===== config.mk =====
export PLATFORM = sky130hd
export DESIGN_NAME = fifo_drain
export DESIGN_NICKNAME = d
export VERILOG_FILES = /design/src/rtl/fifo_drain.sv
export SDC_FILE = /design/constraint.sdc
export NUM_CORES = 1
export LEC_CHECK = 0
export CAP_MARGIN = 10
export CORE_MARGIN = 3
export CORE_UTILIZATION = 56
export DETAILED_ROUTE_END_ITERATION = 10
export PLACE_DENSITY = 0.95
export SLEW_MARGIN = 25
export SYNTH_ARGS = -nofsm -noshare
export SYNTH_HDL_FRONTEND = slang
export SYNTH_SLANG_ARGS = --single-unit
export TNS_END_PERCENT = 10

===== constraint.sdc =====
create_clock -name Clk -period 6.7 [get_ports Clk]
set_clock_uncertainty 0.15 [all_clocks]
set_input_delay 0.67 -clock Clk [delete_from_list [all_inputs] [get_ports Clk]]
set_output_delay 0.67 -clock Clk [all_outputs]
set_load 0.01 [all_outputs]

===== src/rtl/fifo_drain.sv =====
// -----------------------------------------------------------------------------
// fifo_drain
// Drains an upstream show-ahead FIFO into a ready/valid stream, tagging words
// with start/end-of-burst markers every BURST_LEN words. A 2-entry in-order
// buffer lets the read strobe keep running at full rate while the downstream
// is ready, and absorbs the one word in flight when it stalls.
//
// Parameters
//   DWIDTH     data word width (matches the upstream FIFO)
//   BURST_LEN  words per burst, 2..256
//
// Ports
//   Clk        clock, rising edge
//   RstN       asynchronous active-low reset
//   F_Data     upstream FIFO read data (valid at the current read pointer)
//   F_EmptyN   upstream FIFO not-empty
//   FOutN      upstream read strobe, active-low, combinational
//   DClrN      synchronous active-low clear
//   Out_Data   downstream data (buffer head)
//   Out_Valid  downstream valid
//   Out_Ready  downstream ready
//   Out_Sop    first word of a burst
//   Out_Eop    last word of a burst
//   Out_Par    odd parity bit of the head word (only with FIFO_DRAIN_PARITY_EN)
//
// Build option
//   FIFO_DRAIN_PARITY_EN  adds Out_Par and per-entry parity storage
// -----------------------------------------------------------------------------
module fifo_drain #(
  parameter int unsigned DWIDTH    = 32,
  parameter int unsigned BURST_LEN = 4
) (
  input  logic              Clk,
  input  logic              RstN,
  input  logic [DWIDTH-1:0] F_Data,
  input  logic              F_EmptyN,
  output logic              FOutN,
  input  logic              DClrN,
  output logic [DWIDTH-1:0] Out_Data,
  output logic              Out_Valid,
  input  logic              Out_Ready,
  output logic              Out_Sop,
  output logic              Out_Eop
`ifdef FIFO_DRAIN_PARITY_EN
  ,
  output logic              Out_Par
`endif
);

  localparam int unsigned BeatW = (BURST_LEN > 1) ? $clog2(BURST_LEN) : 1;
  localparam logic [BeatW-1:0] LastBeat = BeatW'(BURST_LEN - 1);

  typedef enum logic [1:0] {
    EMPTY = 2'd0,
    ONE   = 2'd1,
    TWO   = 2'd2
  } bufState_t;

  // One buffered word with its burst tags (and parity when enabled)
  typedef struct packed {
    logic [DWIDTH-1:0] data;
    logic              sop;
    logic              eop;
`ifdef FIFO_DRAIN_PARITY_EN
    logic              par;
`endif
  } entry_t;

  bufState_t        state;
  bufState_t        stateNext;
  entry_t           head;
  entry_t           headNext;
  entry_t           tail;
  entry_t           tailNext;
  entry_t           newEntry;
  logic [BeatW-1:0] beatCnt;
  logic [BeatW-1:0] beatNext;
  logic             readEn;
  logic             push;
  logic             pop;

  // Tag the incoming word from the current beat position
  always_comb begin
    newEntry      = '0;
    newEntry.data = F_Data;
    newEntry.sop  = (beatCnt == '0);
    newEntry.eop  = (beatCnt == LastBeat);
`ifdef FIFO_DRAIN_PARITY_EN
    // Parity bit makes the total count of ones odd
    newEntry.par  = ~^F_Data;
`endif
  end

  // State, buffer and beat counter registers
  always_ff @(posedge Clk or negedge RstN) begin
    if (!RstN) begin
      state   <= EMPTY;
      head    <= '0;
      tail    <= '0;
      beatCnt <= '0;
    end else begin
      state   <= stateNext;
      head    <= headNext;
      tail    <= tailNext;
      beatCnt <= beatNext;
    end
  end

  // Next-state, buffer moves and read strobe
  always_comb begin
    stateNext = state;
    headNext  = head;
    tailNext  = tail;
    beatNext  = beatCnt;
    // A read is only safe if a slot frees up this edge when the buffer is full;
    // RstN gates it so the strobe is released the moment reset asserts.
    readEn    = RstN & F_EmptyN & DClrN & ((state != TWO) | Out_Ready);
    push      = readEn;
    pop       = (state != EMPTY) & Out_Ready;
    FOutN     = ~readEn;

    if (!DClrN) begin
      stateNext = EMPTY;
      headNext  = '0;
      tailNext  = '0;
      beatNext  = '0;
    end else begin
      if (push) begin
        beatNext = (beatCnt == LastBeat) ? '0 : beatCnt + BeatW'(1);
      end

      case (state)
        EMPTY: begin
          if (push) begin
            headNext  = newEntry;
            stateNext = ONE;
          end
        end
        ONE: begin
          case ({push, pop})
            2'b10: begin
              tailNext  = newEntry;
              stateNext = TWO;
            end
            2'b01: stateNext = EMPTY;
            2'b11: headNext = newEntry;
            default: stateNext = ONE;
          endcase
        end
        TWO: begin
          // Push cannot occur here without a pop, so no overflow case
          if (pop) begin
            headNext  = tail;
            stateNext = ONE;
            if (push) begin
              tailNext  = newEntry;
              stateNext = TWO;
            end
          end
        end
        default: stateNext = EMPTY;
      endcase
    end
  end

  // Head drives the stream; tags are masked when nothing is held
  assign Out_Valid = (state != EMPTY);
  assign Out_Data  = head.data;
  assign Out_Sop   = head.sop & Out_Valid;
  assign Out_Eop   = head.eop & Out_Valid;
`ifdef FIFO_DRAIN_PARITY_EN
  assign Out_Par   = head.par & Out_Valid;
`endif

endmodule

After elaboration in Yosys (flattened, before gate mapping) --
Index checks and enable logic that the tools add are counted. Widths: inputs -> output; s select.
Storage, ports and cells: bits in read-only memories 0, flip-flop bits (word level) 72, memories kept 0, bits in writable memories 0, input port bits 37, word-level logic and storage cells 57, bits in latches 0
Operators by class: magnitude comparators 0, mux-type cells 18, reductions and logical operators 6, add/sub/neg operators 1, bitwise logic cells 8, multiply operators 0, equality and inequality tests 16, shift-type cells 0, div/mod/pow operators 0
Operators by type and width (number):
- $mux 34 | 7
- $pmux 34 s3 | 1
- $pmux 34 s2 | 1
- $ne 3x3->1 const B | 5
- $mux 2 | 7
- $pmux 2 s3 | 2
- $eq 2x2->1 const B | 4
- $reduce_and 4->1 | 2
- $and 1x1->1 | 6
- $eq 2x1->1 const B | 2
- $logic_not 2->1 | 2
- $ne 4x1->1 const B | 1
- $ne 3x1->1 const B | 1
- $ne 3x2->1 const B | 1
- $reduce_and 3->1 | 1
- $add 2x1->2 const B | 1
- $ne 2x1->1 const B | 1
- $ne 2x2->1 const B | 1
- $reduce_bool 2->1 | 1
- $not 1->1 | 1
- $or 1x1->1 | 1

Depth between registers and ports, before layout --
Gate-level depths: netlist (run 1).
depth after elaboration 7, mapped depth 12, gate-level depth less buffers 9

Worst setup path after synthesis (run 1) --
Ideal clock, no wire load.
path type input port to flip-flop, start in DClrN, end reg head (netlist bit Out_Data[10]), data required time 6415 ps, arrival time 2210 ps, slack 4205 ps, setup time 135 ps, stages 10, cells stage by stage clkbuf_1 > nand3_1 > a21oi_2 > ha_1 > nor2b_1 > o32ai_4 > buf_4 > buf_6 > nand2_1 > o31ai_1
Between the ends: longest elaborated chain between the ends 5, elaborated cells between the ends (all ways) 9, classes of those cells 5 x eq/ne; 1 x mux; 2 x bitwise; 1 x reduce/logical
RTL lines:
- start: declaration | RTL line 38 | input logic DClrN,
- $and 1x1->1 (2 in a row) | RTL line 117 | readEn = RstN & F_EmptyN & DClrN & ((state != TWO) | Out_Ready);
- $eq 2x2->1 | RTL line 140 | case ({push, pop})
- $ne 3x2->1 (no line)
- $reduce_and 4->1 (no line)
- end signal: assignment | RTL line 103 | head <= headNext;
- end: declaration | RTL line 71 | entry_t head;
Parallel ways exist; a longest one is shown, timed or not. A chain may end at the register's enable or synchronous reset.

Worst setup path after layout (run 1) --
start in DClrN, end reg tail[6] in the netlist's numbering
Between the ends: longest elaborated chain between the ends 5, elaborated cells between the ends (all ways) 9, classes of those cells 5 x eq/ne; 1 x mux; 2 x bitwise; 1 x reduce/logical
RTL lines:
- $and 1x1->1 (2 in a row) | RTL line 117
- $eq 2x2->1 | RTL line 140
- $ne 3x3->1 (no line)
- $reduce_and 4->1 (no line)
- end signal: assignment | RTL line 104 | tail <= tailNext;
- end: declaration | RTL line 73 | entry_t tail;
Parallel ways exist; a longest one is shown, timed or not.

==> impl_results.md, run 1 <==
- CTS Hold Bufs: 0
- Final hold vios: 0
- Antenna violations before repair: 0
- Dpl hpwl: 5200 um
- Final setup vio count: 0
- Worst hold slack: between 0.2 and 0.3 ns
- Max Cap Violations: 0
- Int Pwr: just over 0.7 mW
- Clk buf depth: 2
- CP required: 6.74 ns
- RSZ-0062 raised after global routing: false
- P&R area growth vs syn: 19.1%
- Status: complete, no violations
- Post-Synthesis Cells: 380
- Kind of critical path: input pin to register
- Switching Share: 0.284
- Clk_lat worst skew: 0.35 ns
- Crit-path max FO: 68
- Remaining Overflow, GRT: 0
- Fmax: 0.270 GHz
- Die Y: 86.8 um
- Vias in the first global route: 2764
- Slew HR: 0.327
- Sequential cell area: approximately 0.0018 mm^2
- Area contributors post-synth: dfrtp_1, nand2_1, mux2i_1, buf_4, o31ai_1
- CTS Root Cell: clkbuf_8
- Commonest non-fill, non-tap cell in the layout: nand2_1
- GPL Wtd Cong: slightly above 0.8
- DIE AREA: 0.00754 mm^2
- CTS tree: done
- Ys async rst share: 1.00
- Htree depth: 3
- # resized after CTS: 0
- Worst Hold Class: input pin to async pin
- DRC violations left: 0
- Final #Nets: 452
- Slew @ Worst Pin: 1.00 ns
- DRT Pass-1 Iters: 5
- Ant diodes: 0
- Seq pwr share: 0.506
- TritonCTS Buffers: 9
- PwrDens: roughly 230 mW/mm^2
- Fin Setup TNS: 0 ns
- Global-route usage over all layers: 0.228
- Post-synth top flop: dfrtp_1
- Core area: 0.00613 mm^2
- Critical Path AT: about 3.7 ns
- Starting Density: 0.597
- Most frequent cells in the layout: nand2_1, dfrtp_1, clkdlybuf4s50_1
- Multi-input gate area: around 0.0015 mm^2
- Clk sinks: between 70 and 80
- Setup bufs post-CTS: 0
- Synthesized flop and latch total: 72
- PnR worst setup slack: 3.00 ns
- Syn nets: 422
- Worst vdd ir: 0.000156 V
- # IOs: 73
- Final Cycle Share: 0.552
- Worst Setup End Kind: register
- Logic gate share of total power: 0.180
- Util after Layout: 0.711
- Area leader, netlist: dfrtp_1
- Final Max Tran Viols: 0
- Clk slew on worst S/H paths: 0.07 ns
- Yosys warning count: 0
- Via count: around 2800
- First-pass GRT wire length: 13200 um
- Post-route ant nets: 0
- Fin crit period: 3.70 ns
- Largest net degree at the start of global routing: 76
- Leak pwr: 1.82 nW
- Post-Synthesis Cell Area: ~0.0037 mm^2
- Via density: ~5.7
- Die W: 86.8 um
- Share of cells above drive strength 1: 0.0723
- Post-place setup slack: 2.88 ns
- Net Sw Power: 0.280 mW
- Synth top area share: 0.492
- Fillers: 380
- Post-Syn Area per Cell: 9.63 um^2
- Setup crit start kind: input pin
- DR iter-0 viols: 243
- Post-synth EDFFs: 0
- IO Port Bufs: just over 70
- Final wirelength: 8180 um
- Routed length per instance: ~17 um
- Cell variety after synth: 30
- Clock power frac: 0.315
- Num rows: 28
- Sequential fraction of the synthesis area: 0.492
worst max-delay path, cell delays in order:
cell	delay [ns]
clkdlybuf4s50_1	0.45
buf_4	0.39
clkinv_1	0.92
a221oi_4	0.48
buf_4	0.55
o21ai_0	0.24
metal layers:
layer  track usage  wire length [um]  share of wire
met1         0.283              3260           0.40
met2         0.378              4150           0.51
met3        0.0513               511          0.062
met4         0.108               257          0.031
met5             0                 0              0
area by class of cell:
cell class | count | area share
clock buffers | 11 | 0.0324
clock inverters | 5 | 0.00746
inverters | 7 | 0.00603
multi-input cells | 242 | 0.333
flip-flops and latches | 72 | 0.413
well taps | 75 | 0.0215
repair buffers | 78 | 0.186
worst paths after layout:
kind,startpoint,end,slack (ns),cells past startpoint
setup reg to reg,state[0]$_DFFE_PN0P_,Out_Data[31]$_DFFE_PN0P_,3.73,10
min in group Clk,Out_Data[29]$_DFFE_PN0P_,Out_Data[29]$_DFFE_PN0P_,0.33,2
hold / removal,RstN,tail[21]$_DFFE_PN0P_,0.30,1
setup / recovery,DClrN,tail[6]$_DFFE_PN0P_,3.00,6
hold reg to reg,Out_Data[29]$_DFFE_PN0P_,Out_Data[29]$_DFFE_PN0P_,0.33,2
max in group asynchronous,RstN,tail[6]$_DFFE_PN0P_,5.53,1
cells in the mapped netlist, drive strengths merged, types with 2 or more instances:
master,number
mux2,4
clkbuf,10
buf,49
o31ai,30
inv,7
ha,5
mux2i,31
dfrtp,72
nor2b,5
a21oi,2
nand2,111
o21ai,39
nor2,3
o32ai,2
sequential cells by signal, summed over array words and instances, names as in the netlist:
name	flops
beatCnt	2
state	2
Out_Data	32
tail	34
head	2
power by group through the flow:
stage               clock, mW  combinational (mW)  sequential, mW
floorplan                   0               0.117           0.497
global placement            0               0.166           0.502
detailed placement          0               0.174           0.505
CTS                     0.311               0.176           0.497
global route            0.335               0.194           0.502
finish                  0.310               0.177           0.497
through the flow:
step	std cells	area [um^2]	power, mW
final	490	4360	0.984
after global routing	490	4360	1.03
after CTS	489	4340	0.983
after detailed placement	473	4170	0.679
after global placement	471	4110	0.668
after floorplan	380	3660	0.614
logic make-up after synthesis:
group | share of synthesized area
muxes | 0.0971
and+or+nand+nor | 0.140
AOI/OAI and AO/OA | 0.137
DFF | 0.492
adders and majority gates | 0.0171
buffers and inverters | 0.116
No activity file was read; power rests on OpenSTA's default activity.
==> inputs of run 2 (changes only) <==
- CORE_UTILIZATION: 56 -> 52
- PLACE_DENSITY: 0.95 -> 0.91
- clock period: 6.7 -> 3.87 ns (I/O delays scaled with it)
==> impl_results.md, run 2 (same netlist as run 1, synthesis figures left out) <==
- Die W: 89.9 um (was 86.8 um)
- Share of cells above drive strength 1: 0.0743 (was 0.0723)
- Max FFs per register: 34 (unchanged)
- Status: complete, no violations (unchanged)
- Max Cap Violations: 0 (unchanged)
- Post-route ant nets: 0 (unchanged)
- Met3 Usage GRT: 0.0342 (was 0.0513)
- Grt met2 use: 0.334 (was 0.378)
- CP required: 3.94 ns (was 6.74 ns)
- Routed length per instance: 15.2 um (was 16.7 um)
- Starting Density: 0.557 (was 0.597)
- DR iter-0 viols: 127 (was 243)
- Hold path cells: 2
- # IOs: 73 (unchanged)
- Htree depth: 3 (unchanged)
- First-pass GRT wire length: 13100 um (was 13200 um)
- Die Y: 89.9 um (was 86.8 um)
- Commonest non-fill, non-tap cell in the layout: nand2_1 (unchanged)
- Fillers: 494 (was 380)
- Global-route usage over all layers: 0.198 (was 0.228)
- Remaining Overflow, GRT: 0 (unchanged)
- CTS Root Cell: clkbuf_8 (unchanged)
- Worst vdd ir: 0.000217 V (was 0.000156 V)
- GR Util met1: 0.252 (was 0.283)
- P&R area growth vs syn: 19.1% (about the same)
- Gr busiest metal: met2 (unchanged)
- Vias in the first global route: 2797 (was 2764)
- CTS tree: done (unchanged)
- Core area: 0.00657 mm^2 (was 0.00613 mm^2)
- Fmax: approximately 0.33 GHz
- IO Port Bufs: 72 (unchanged)
- Final hold vios: 0 (unchanged)
- Ant diodes: 0 (unchanged)
- PnR worst setup slack: 0.861 ns (was 3.00 ns)
- Via count: 2733 (was 2806)
- Worst Setup End Kind: register (unchanged)
- Kind of critical path: input pin to register (unchanged)
- DIE AREA: 0.00808 mm^2 (was 0.00754 mm^2)
- Slew @ Worst Pin: 0.661 ns (was 1.00 ns)
- Slew HR: 0.559 (was 0.327)
- DRC violations left: 0 (unchanged)
- R2R cell count: 9 (was 10)
- Final Cycle Share: 0.778
- RSZ-0062 raised after global routing: false (unchanged)
- Final #Nets: 455 (was 452)
- Final wirelength: 7780 um (was 8180 um)
- Num rows: 29 (was 28)
- Clk sinks: 72 (unchanged)
- Post-place setup slack: 0.527 ns (was 2.88 ns)
- GPL Wtd Cong: 0.743 (was 0.810)
- DRT Pass-1 Iters: 5 (unchanged)
- Critical Path AT: 3.08 ns (was 3.74 ns)
- Setup crit start kind: input pin (unchanged)
- Worst Hold Class: register to register (was input pin to async pin)
- PwrDens: 387 mW/mm^2 (was 226 mW/mm^2)
- Clk_lat worst skew: 0.33 ns (was 0.35 ns)
- Antenna violations before repair: 0 (unchanged)
- Crit-path max FO: 68 (unchanged)
- Largest net degree at the start of global routing: 69 (was 76)
- Final Max Tran Viols: 0 (unchanged)
- Leak pwr: 1.82 nW (about the same)
- Top reg by flops: tail (unchanged)
- Fin Setup TNS: 0 ns (unchanged)
- Most frequent cells in the layout: nand2_1, dfrtp_1, clkdlybuf4s50_1 (unchanged)
- TritonCTS Buffers: 9 (unchanged)
- Dpl hpwl: 5180 um (was 5200 um)
- Clk buf depth: 2 (unchanged)
- Clk slew on worst S/H paths: 0.07 ns (about the same)
- Final setup vio count: 0 (unchanged)
- Fin crit period: 3.01 ns
- Via density: 5.36 (was 5.73)
-- run 2: routing by layer --
layer,vias up,routed length (um)
met2,83,3870
met5,-,0
met1,1321,3460
met3,15,298
met4,0,157
li1,1314,-
-- run 2: per-stage QoR --
stage	utilization	hold WS [ns]	std cells	area, um^2	power [mW]
after floorplan	-	-0.0586	380	3660	1.06
after global placement	0.634	0.233	493	4170	1.16
after detailed placement	0.634	0.239	493	4170	1.18
after CTS	0.662	0.330	509	4350	1.69
after global routing	0.664	0.351	510	4360	1.77
final	0.664	0.328	510	4360	1.69
-- run 2: power by group --
part	switching, mW	internal, mW
sequential	0.0417	0.820
clock	0.259	0.262
combinational	0.152	0.150
-- run 2: worst paths after layout --
check / slack, ns / to / from
worst max-delay path: 0.86 / Out_Data[28]$_DFFE_PN0P_ / RstN
worst min-delay path: 0.33 / Out_Data[29]$_DFFE_PN0P_ / Out_Data[29]$_DFFE_PN0P_
worst max register to register: 1.22 / Out_Data[14]$_DFFE_PN0P_ / state[0]$_DFFE_PN0P_
worst min register to register: 0.33 / Out_Data[29]$_DFFE_PN0P_ / Out_Data[29]$_DFFE_PN0P_
max in group asynchronous: 2.32 / Out_Data[0]$_DFFE_PN0P_ / RstN
min in group asynchronous: 0.40 / tail[20]$_DFFE_PN0P_ / RstN
-- run 2: worst max-delay path: stages --
cell           delay (ns)
dlygate4sd3_1        0.52
buf_4                0.42
nand3_1              0.16
a21oi_2              0.16
buf_4                0.17
ha_1                 0.19
nor2b_1              0.23
o32ai_4              0.11
buf_4                0.34
o31ai_1              0.36
-- run 2: repair_timing --
| action | in CTS | in global routing |
|---|---|---|
| hold buffers | 1 | 0 |
| buffers inserted | 0 | 0 |
| hold endpoints to repair | 36 | 0 |
| resized for setup | 0 | 0 |
-- run 2: final cells by class --
type / count / area, um^2 / share of cell area
Clock buffer: 12 / 155 / 0.0356
Clock inverter: 3 / 17.5 / 0.00402
Inverter: 7 / 26.3 / 0.00603
Multi-Input combinational cell: 242 / 1450 / 0.333
Sequential cell: 72 / 1800 / 0.413
Tap cell: 93 / 116 / 0.0267
Timing Repair Buffer: 81 / 792 / 0.182
==> inputs of run 3 (changes only) <==
- CORE_UTILIZATION: 52 -> 47
- PLACE_DENSITY: 0.91 -> 0.88
- clock period: 3.87 -> 2.74 ns (I/O delays scaled with it)
==> impl_results.md, run 3 (same netlist as run 1, synthesis figures left out) <==
- Die W: 94.2 um (was 89.9 um)
- Max Cap Violations: 0 (unchanged)
- Slew HR: 0.609 (was 0.559)
- Util after Layout: 0.597 (was 0.664)
- R2R Path Start: state[1]$_DFFE_PN0P_ (was state[0]$_DFFE_PN0P_)
- Clock power frac: 0.330 (was 0.310)
- P&R area growth vs syn: 20.9% (was 19.1%)
- Vias in the first global route: 2608 (was 2797)
- Worst vdd ir: 0.000298 V (was 0.000217 V)
- RSZ-0062 raised after global routing: false (unchanged)
- Routed length per instance: 14.8 um (was 15.2 um)
- First-pass GRT wire length: 12500 um (was 13100 um)
- Clk sinks: 72 (unchanged)
- CP Capture Point: FOutN (was Out_Data[28]$_DFFE_PN0P_)
- Critical Path AT: 1.93 ns (was 3.08 ns)
- Seq pwr share: 0.491 (was 0.511)
- Htree depth: 3 (unchanged)
- DRT Pass-1 Iters: 5 (unchanged)
- Worst Setup End Kind: primary output (was register)
- Final #Nets: 458 (was 455)
- Int Pwr: 1.82 mW (was 1.23 mW)
- Starting Density: 0.494 (was 0.557)
- Dpl hpwl: 5070 um (was 5180 um)
- CTS Hold Bufs: 1 (unchanged)
- Slew @ Worst Pin: 0.586 ns (was 0.661 ns)
- CTS Root Cell: clkbuf_8 (unchanged)
- Largest net degree at the start of global routing: 59 (was 69)
- Worst Hold Class: register to register (unchanged)
- Crit path launch: RstN (unchanged)
- GPL Wtd Cong: 0.743 (about the same)
- Switching Share: 0.262 (was 0.269)
- Net Sw Power: 0.646 mW (was 0.453 mW)
- DIE AREA: 0.00888 mm^2 (was 0.00808 mm^2)
- Clk slew on worst S/H paths: 0.08 ns (was 0.07 ns)
- Fmax: approximately 0.43 GHz
- TritonCTS Buffers: 9 (unchanged)
- DRC violations left: 0 (unchanged)
- Fin crit period: 2.35 ns
- Antenna violations before repair: 0 (unchanged)
- Crit-path max FO: 6 (was 68)
- Global-route usage over all layers: 0.180 (was 0.198)
- Status: complete, no violations (unchanged)
- DR iter-0 viols: 123 (was 127)
- IO Port Bufs: 72 (unchanged)
- Worst hold slack: 0.328 ns (about the same)
- Fin Setup TNS: 0 ns (unchanged)
- Overall Power: 2.46 mW (was 1.69 mW)
- Commonest non-fill, non-tap cell in the layout: nand2_1 (unchanged)
- Reg-to-reg setup timing slack: 0.44 ns (was 1.22 ns)
- Final hold vios: 0 (unchanged)
- Setup crit start kind: input pin (unchanged)
- Max FFs per register: 34 (unchanged)
- Final setup vio count: 0 (unchanged)
- Die Y: 94.2 um (was 89.9 um)
- CP required: 2.32 ns (was 3.94 ns)
- Logic gate share of total power: 0.179 (about the same)
- # IOs: 73 (unchanged)
- Leak pwr: 1.86 nW (was 1.82 nW)
- Post-route ant nets: 0 (unchanged)
- RR Endpoint: head[1]$_DFFE_PN0P_ (was Out_Data[14]$_DFFE_PN0P_)
- PwrDens: 556 mW/mm^2 (was 387 mW/mm^2)
- PnR worst setup slack: 0.389 ns (was 0.861 ns)
- Final Cycle Share: 0.858
- Share of cells above drive strength 1: 0.0810 (was 0.0743)
- Clk_lat worst skew: 0.33 ns (about the same)
- Clk buf depth: 2 (unchanged)
- Top reg by flops: tail (unchanged)
- R2R cell count: 10 (was 9)
- Via count: 2669 (was 2733)
- Setup bufs post-CTS: 0 (unchanged)
- Most frequent cells in the layout: nand2_1, dfrtp_1, clkdlybuf4s50_1 (unchanged)
- Ant diodes: 0 (unchanged)
- Final wirelength: 7660 um (was 7780 um)
- Post-place setup slack: 0.256 ns (was 0.527 ns)
- Final Max Tran Viols: 0 (unchanged)
- # resized after CTS: 0 (unchanged)
- Remaining Overflow, GRT: 0 (unchanged)
- CTS tree: done (unchanged)
- Core area: 0.00741 mm^2 (was 0.00657 mm^2)
- Via density: 5.14 (was 5.36)
- Kind of critical path: input pin to primary output (was input pin to register)
- Num rows: 31 (was 29)
-- run 3: cell types whose count changed in the layout (fill, tap and decap cells not counted), sizes merged --
cell,change
bufinv,+1
clkinv,+1
clkbuf,-1
buf,+3
clkinvlp,-1
-- run 3: worst min path at each step --
stage                             start                       end  slack (ns)  cells after the start
6_report            head[0]$_DFFE_PN0P_       head[0]$_DFFE_PN0P_        0.33                      2
2_1_floorplan                      RstN   Out_Data[0]$_DFFE_PN0P_       -0.17                      0
4_1_cts             head[0]$_DFFE_PN0P_       head[0]$_DFFE_PN0P_        0.33                      2
3_3_place_gp                       RstN      tail[22]$_DFFE_PN0P_        0.21                      2
5_1_grt        Out_Data[25]$_DFFE_PN0P_  Out_Data[25]$_DFFE_PN0P_        0.36                      2
3_5_place_dp                       RstN      tail[22]$_DFFE_PN0P_        0.22                      2
-- run 3: final cells by class --
class | count | area (um^2)
fill | 616 | 2980
sequential | 72 | 1800
multi-input combinational | 242 | 1450
timing repair buffer | 84 | 836
clock buffer | 11 | 141
tap | 99 | 124
clock inverter | 4 | 45.0
inverter | 7 | 26.3
-- run 3: through the flow --
| stage | cells | instance area, um^2 |
|---|---|---|
| 4_1_cts | 519 | 4430 |
| 2_1_floorplan | 380 | 3660 |
| 6_report | 519 | 4430 |
| 3_5_place_dp | 503 | 4230 |
| 3_3_place_gp | 503 | 4230 |
| 5_1_grt | 519 | 4430 |
-- run 3: critical path: stages --
cell,delay (ns)
dlygate4sd3_1,0.53
buf_4,0.14
nand3_1,0.11
a21oi_2,0.18
buf_4,0.18
inv_1,0.05
clkdlybuf4s50_1,0.47
-- run 3: layer usage --
metal / vias to the layer above / routed length [um] / global-route usage
met1: 1283 / 3380 / 0.229
li1: 1317 / - / -
met2: 65 / 3850 / 0.303
met4: 0 / 67 / 0.0602
met3: 4 / 365 / 0.0425
met5: - / 0 / 0
-- run 3: power by group through the flow --
stage	Combinational (mW)	Clock [mW]	Sequential, mW
after floorplan	0.287	0	1.21
after global placement	0.429	0	1.23
after detailed placement	0.444	0	1.23
after CTS	0.447	0.831	1.21
after global routing	0.484	0.892	1.22
final	0.441	0.812	1.21
